===== config.mk =====
export PLATFORM = sky130hd
export DESIGN_NAME = computador_simple4
export DESIGN_NICKNAME = d
export VERILOG_FILES = /design/src/rtl/cs4_pkg.sv /design/src/rtl/cs4_mem.sv /design/src/rtl/computador_simple4.sv
export SDC_FILE = /design/constraint.sdc
export NUM_CORES = 2
export LEC_CHECK = 0
export ABC_AREA = 1
export CAP_MARGIN = 0
export CORE_MARGIN = 2
export CORE_UTILIZATION = 45
export CTS_CLUSTER_SIZE = 40
export DETAILED_ROUTE_END_ITERATION = 8
export SLEW_MARGIN = 30
export SYNTH_ARGS = -nofsm -noshare
export SYNTH_HDL_FRONTEND = slang
export SYNTH_HIERARCHICAL = 1
export SYNTH_SLANG_ARGS = --single-unit

===== constraint.sdc =====
create_clock -name clk -period 12.13 [get_ports clk]
set_input_delay 1.213 -clock clk [delete_from_list [all_inputs] [get_ports clk]]
set_output_delay 1.213 -clock clk [all_outputs]
set_load 0.02 [all_outputs]

===== src/rtl/cs4_pkg.sv =====
`default_nettype none
`timescale 1ns/1ps
// ============================================================================
// Module   : cs4_pkg
// Purpose  : Shared opcodes, FSM encoding and opcode-field constants for the
//            computador_simple4 accumulator CPU.
// Revision : 1.0  initial release
// ============================================================================
package cs4_pkg;

    localparam int OP_W = 3;

    localparam logic [OP_W-1:0] OP_HALT = 3'd0;
    localparam logic [OP_W-1:0] OP_LDA  = 3'd1;
    localparam logic [OP_W-1:0] OP_STA  = 3'd2;
    localparam logic [OP_W-1:0] OP_ADD  = 3'd3;
    localparam logic [OP_W-1:0] OP_SUB  = 3'd4;
    localparam logic [OP_W-1:0] OP_JMP  = 3'd5;
    localparam logic [OP_W-1:0] OP_JZ   = 3'd6;
    localparam logic [OP_W-1:0] OP_JN   = 3'd7;

    localparam logic [15:0] ICOUNT_MAX = 16'hFFFF;

    typedef enum logic [1:0] {
        ST_IDLE   = 2'd0,
        ST_FETCH  = 2'd1,
        ST_EXEC   = 2'd2,
        ST_HALTED = 2'd3
    } state_t;

endpackage
`default_nettype wire


===== src/rtl/cs4_mem.sv =====
`default_nettype none
`timescale 1ns/1ps
// ============================================================================
// Module   : cs4_mem
// Purpose  : Unified program/data RAM, combinational read, synchronous write.
// Revision : 1.0  initial release
// ============================================================================
module cs4_mem
    import cs4_pkg::*;
#(
    parameter int DW = 16,
    parameter int AW = 8
) (
    input  logic          clk,
    input  logic          we,
    input  logic [AW-1:0] waddr,
    input  logic [DW-1:0] wdata,
    input  logic [AW-1:0] raddr,
    output logic [DW-1:0] rdata
);

    localparam int DEPTH = 1 << AW;

    // Contents survive reset; the host is expected to preload them.
    logic [DW-1:0] r_mem [DEPTH];

    always_ff @(posedge clk) begin
        if (we) begin
            r_mem[waddr] <= wdata;
        end
    end

    assign rdata = r_mem[raddr];

endmodule
`default_nettype wire


===== src/rtl/computador_simple4.sv =====
`default_nettype none
`timescale 1ns/1ps
// ============================================================================
// Module   : computador_simple4
// Purpose  : Multicycle (FETCH/EXEC) accumulator CPU with host load port.
// Revision : 1.0  initial release
// ============================================================================
module computador_simple4
    import cs4_pkg::*;
#(
    parameter int DW = 16,
    parameter int AW = 8
) (
    input  logic          clk,
    input  logic          reset,
    input  logic          start,
    input  logic          load_en,
    input  logic [AW-1:0] load_addr,
    input  logic [DW-1:0] load_data,
    output logic [DW-1:0] acc,
    output logic [AW-1:0] pc,
    output logic          busy,
    output logic          halted,
    output logic          carry,
    output logic [15:0]   icount
);

    state_t          r_state;
    logic [DW-1:0]   r_acc;
    logic [AW-1:0]   r_pc;
    logic [AW-1:0]   r_ia;
    logic [OP_W-1:0] r_op;
    logic            r_carry;
    logic [15:0]     r_icount;

    logic [AW-1:0]   w_raddr;
    logic [DW-1:0]   w_rdata;
    logic            w_ready;
    logic            w_host_we;
    logic            w_sta_we;
    logic            w_we;
    logic [AW-1:0]   w_waddr;
    logic [DW-1:0]   w_wdata;
    logic [DW:0]     w_sum;
    logic [DW:0]     w_diff;
    logic            w_zero;
    logic            w_neg;

    // The single read port serves the fetch in FETCH and the operand in EXEC.
    assign w_raddr   = (r_state == ST_EXEC) ? r_ia : r_pc;
    assign w_ready   = (r_state == ST_IDLE) || (r_state == ST_HALTED);
    assign w_host_we = w_ready && load_en;
    assign w_sta_we  = (r_state == ST_EXEC) && (r_op == OP_STA);
    assign w_we      = (w_host_we || w_sta_we) && reset;
    assign w_waddr   = w_sta_we ? r_ia  : load_addr;
    assign w_wdata   = w_sta_we ? r_acc : load_data;

    assign w_sum  = {1'b0, r_acc} + {1'b0, w_rdata};
    assign w_diff = {1'b0, r_acc} - {1'b0, w_rdata};
    assign w_zero = (r_acc == '0);
    assign w_neg  = r_acc[DW-1];

    cs4_mem #(
        .DW (DW),
        .AW (AW)
    ) u_mem (
        .clk   (clk),
        .we    (w_we),
        .waddr (w_waddr),
        .wdata (w_wdata),
        .raddr (w_raddr),
        .rdata (w_rdata)
    );

    always_ff @(posedge clk or negedge reset) begin
        if (!reset) begin
            r_state  <= ST_IDLE;
            r_acc    <= '0;
            r_pc     <= '0;
            r_ia     <= '0;
            r_op     <= OP_HALT;
            r_carry  <= 1'b0;
            r_icount <= '0;
        end else begin
            case (r_state)
                ST_IDLE, ST_HALTED: begin
                    if (start) begin
                        r_state  <= ST_FETCH;
                        r_acc    <= '0;
                        r_pc     <= '0;
                        r_carry  <= 1'b0;
                        r_icount <= '0;
                    end
                end
                ST_FETCH: begin
                    r_op    <= w_rdata[DW-1 -: OP_W];
                    r_ia    <= w_rdata[AW-1:0];
                    r_pc    <= r_pc + 1'b1;
                    r_state <= ST_EXEC;
                end
                ST_EXEC: begin
                    if (r_icount != ICOUNT_MAX) begin
                        r_icount <= r_icount + 16'd1;
                    end
                    r_state <= (r_op == OP_HALT) ? ST_HALTED : ST_FETCH;
                    case (r_op)
                        OP_LDA: r_acc <= w_rdata;
                        OP_ADD: {r_carry, r_acc} <= w_sum;
                        OP_SUB: {r_carry, r_acc} <= w_diff;
                        OP_JMP: r_pc <= r_ia;
                        OP_JZ:  if (w_zero) r_pc <= r_ia;
                        OP_JN:  if (w_neg)  r_pc <= r_ia;
                        default: ;
                    endcase
                end
                default: r_state <= ST_IDLE;
            endcase
        end
    end

    assign acc    = r_acc;
    assign pc     = r_pc;
    assign busy   = (r_state == ST_FETCH) || (r_state == ST_EXEC);
    assign halted = (r_state == ST_HALTED);
    assign carry  = r_carry;
    assign icount = r_icount;

endmodule
`default_nettype wire


==> results.py <==
metrics = {
    "power": {
        "power_mw": 44.3,
        "peakVddDrop_mv": 0.166,
        "leakagePower_nw": 66.5,
        "power.density_mw_per_mm2": 233,
    },
    "synthesis": {
        "yosysUniqueCellTypes": 43,
        "yosysSeqAreaShare_pct": 72.8,
        "synthesis.area_mm2": 0.171,
        "yosys_most_used_dff": "edfxtp_1",
        "synth_warnings": 6,
        "synth_edf_count": 4096,
        "syn_nets": 14500,
        "synthArstFlopShare_pct": 1.30,
        "syn_avg_cell_area_um2": 11.8,
        "synth_seq_cells": 4150,
        "synth_cells": 14500,
    },
    "clocking": {
        "hold_buffers": 0,
        "cts_buffers": 426,
        "ctsRootBufferMaster": "clkbuf_16",
        "cts_buffer_depth": 4,
        "cts_tree": "yes",
        "h-tree-depth": 5,
        "cts_sinks": 4150,
        "ctsResizeCount": 0,
        "postCtsSetupRepairBufs": 0,
        "clkTransAtPathRegs_ps": 60,
        "insertion_delay_ps": 990,
    },
    "sta": {
        "report.final.setup_viol": 0,
        "finalHoldViolations": 0,
        "finClkSkew_ps": 76.2,
        "min_period_ps": 8030,
        "rsz0062_at_grt": "no",
        "finalCritPeriodShare_pct": 66.2,
        "setup-tns-final_ps": 0,
        "max_clock_freq_mhz": 125,
        "holdWs_ps": 407,
        "drv_slew": 0,
        "slew_headroom_pct": 30.1,
        "tightestPinTransition_ps": 1050,
    },
    "finish": {
        "finalNetCount": 14500,
        "fillers": 32900,
        "most-common-layout-cells": "nand2_1, nand3_1, edfxtp_1",
        "drive_above_1_share_pct": 7.64,
        "post-route-util_pct": 50.3,
        "final_common_cell": "nand2_1",
        "final_cell_area_mm2": 0.190,
        "multi_input_area_mm2": 0.0409,
        "regArea_mm2": 0.124,
        "synthToLayoutAreaGrowth_pct": 11.4,
    },
    "floorplan": {
        "ioPinCount": 71,
        "fp-row-count": 226,
        "die_w_um": 620,
        "start_util_pct": 45.1,
        "die-height_um": 620,
        "die_area_mm2": 0.384,
        "coreArea_mm2": 0.378,
    },
    "setup_path": {
        "r2r_start": "r_state[0]$_DFFE_PN0P_",
        "required_ps": 12980,
        "cp-startpoint": "r_state[0]$_DFFE_PN0P_",
        "worstSetupPathType": "reg2reg",
        "max_stage_delay_ps": 740,
        "cp_max_fo": 159,
        "r2r_cells": 30,
        "timing.critical_path.mode_cell": "nand3_1",
        "worst_path_max_delay_cell": "buf_4",
        "worstSetupEndpointType": "flip-flop",
        "cp-endpoint": "acc[14]$_DFFE_PN0P_",
        "rrSetupSlack_ps": 4100,
        "critPathArrivalTime_ps": 8880,
        "startpoint_type": "flip-flop",
        "rr_endpoint": "acc[14]$_DFFE_PN0P_",
    },
    "route": {
        "routed_wl_mm": 516,
        "num_vias": 114000,
        "drc": 0,
        "drt-initial-drc-count": 15800,
        "first_pass_iters": 8,
        "vias_per_cell": 5.75,
        "wl_per_cell_um": 26.0,
        "ant_nets": 0,
    },
    "placement": {
        "port_buffers": 70,
        "gp_congestion": 0.857,
        "post_dp_cell_area_mm2": 0.177,
        "dp_hpwl_mm": 284,
    },
    "flow_run": {
        "drv_cap": 0,
    },
    "run_status": {
        "status": "completed",
    },
    "global_route": {
        "grt_overflow": 0,
        "grt_pass1_vias": 105000,
        "track_usage_pct": 26.3,
        "grt_pass1_wl_mm": 745,
        "grt_max_degree": 173,
        "antenna_found_initial": 35,
    },
    "hold_path": {
        "hp-class": "in2async",
    },
}
-- routing by layer --
metal  vias to the layer above  GRT usage, %  routed length, µm
li1                      51300             -                  -
met3                       834          3.97              47500
met4                        18          9.26              19100
met2                      5521          40.4             235000
met5                         -             0                114
met1                     56200          38.1             214000
-- cell usage after synthesis (3+ instances only) --
library cell	n	area (µm²)
nor2_1	318	1190
o21ai_2	3	26.3
buf_8	3	45.0
clkbuf_1	164	616
inv_2	3	11.3
xor2_1	11	96.3
nor4_1	3	18.8
nand4_1	14	87.6
inv_4	3	18.8
nand3_1	4118	20600
buf_1	70	263
nand2_2	3	18.8
o21ai_0	63	315
o21bai_1	3	22.5
buf_2	506	2530
edfxtp_1	4096	123000
dfrtp_1	54	1350
nor2_2	6	37.5
buf_6	54	608
a21oi_1	29	145
ha_1	38	475
o31ai_1	8	60.1
buf_4	165	1240
o21ai_1	4	20.0
o22ai_1	4	25.0
o211ai_1	4	30.0
mux2_2	4	45.0
nand2_1	4500	16900
nor3_1	10	50.1
inv_1	177	664
-- logic make-up after synthesis --
kind of cell	share of synthesized area, %
xor gates and xnor gates	0.0616
DFF	72.8
and+or+nand+nor	22.8
adders and majority gates	0.302
buffers and inverters	3.52
AOI/OAI and AO/OA	0.410
muxes	0.0264
-- worst min path at each step --
stage | cells after the start | to | slack (ps)
global route | 2 | acc[11]$_DFFE_PN0P_ | 470
floorplan | 2 | r_ia[0]$_DFFE_PN0P_ | 510
global placement | 2 | pc[6]$_DFFE_PN0P_ | 490
detailed placement | 2 | pc[6]$_DFFE_PN0P_ | 510
finish | 2 | acc[11]$_DFFE_PN0P_ | 410
CTS | 2 | acc[11]$_DFFE_PN0P_ | 400
-- per-stage QoR --
stage	std cells	worst slack (ps)
3_3_place_gp	19000	4340
6_report	19800	4100
5_1_grt	19800	3550
3_5_place_dp	19000	4350
2_1_floorplan	14500	-1350
4_1_cts	19800	4310
-- state kept, by name, indices dropped and copies added, names as in the netlist --
register / flops
r_op: 3
icount: 16
carry: 1
acc: 16
r_ia: 8
r_state: 2
pc: 8
u_mem/r_mem: 4096
-- cell type report --
class	count	area share, %
tap	5016	3.30
clock buffer	532	5.87
clock inverter	245	1.19
inverter	183	0.390
multi-input combinational	9160	21.5
antenna	13	0.0171
timing repair buffer	517	2.39
sequential	4150	65.4
-- report_power, final --
part | total [mW] | internal, mW | switching [mW]
registers | 16.2 | 16.1 | 0.0807
clock network | 12.8 | 7.26 | 5.55
logic | 15.4 | 3.72 | 11.6
total | 44.3 | 27.0 | 17.3
-- worst max-delay path: cells and delay by family, from the launching register on --
kind | cells | cell delay, ps
simple gates | 22 | 3890
buf+inv | 6 | 2560
fa+ha+maj | 2 | 610
flops | 1 | 410
No activity file was read; power rests on OpenSTA's default activity.
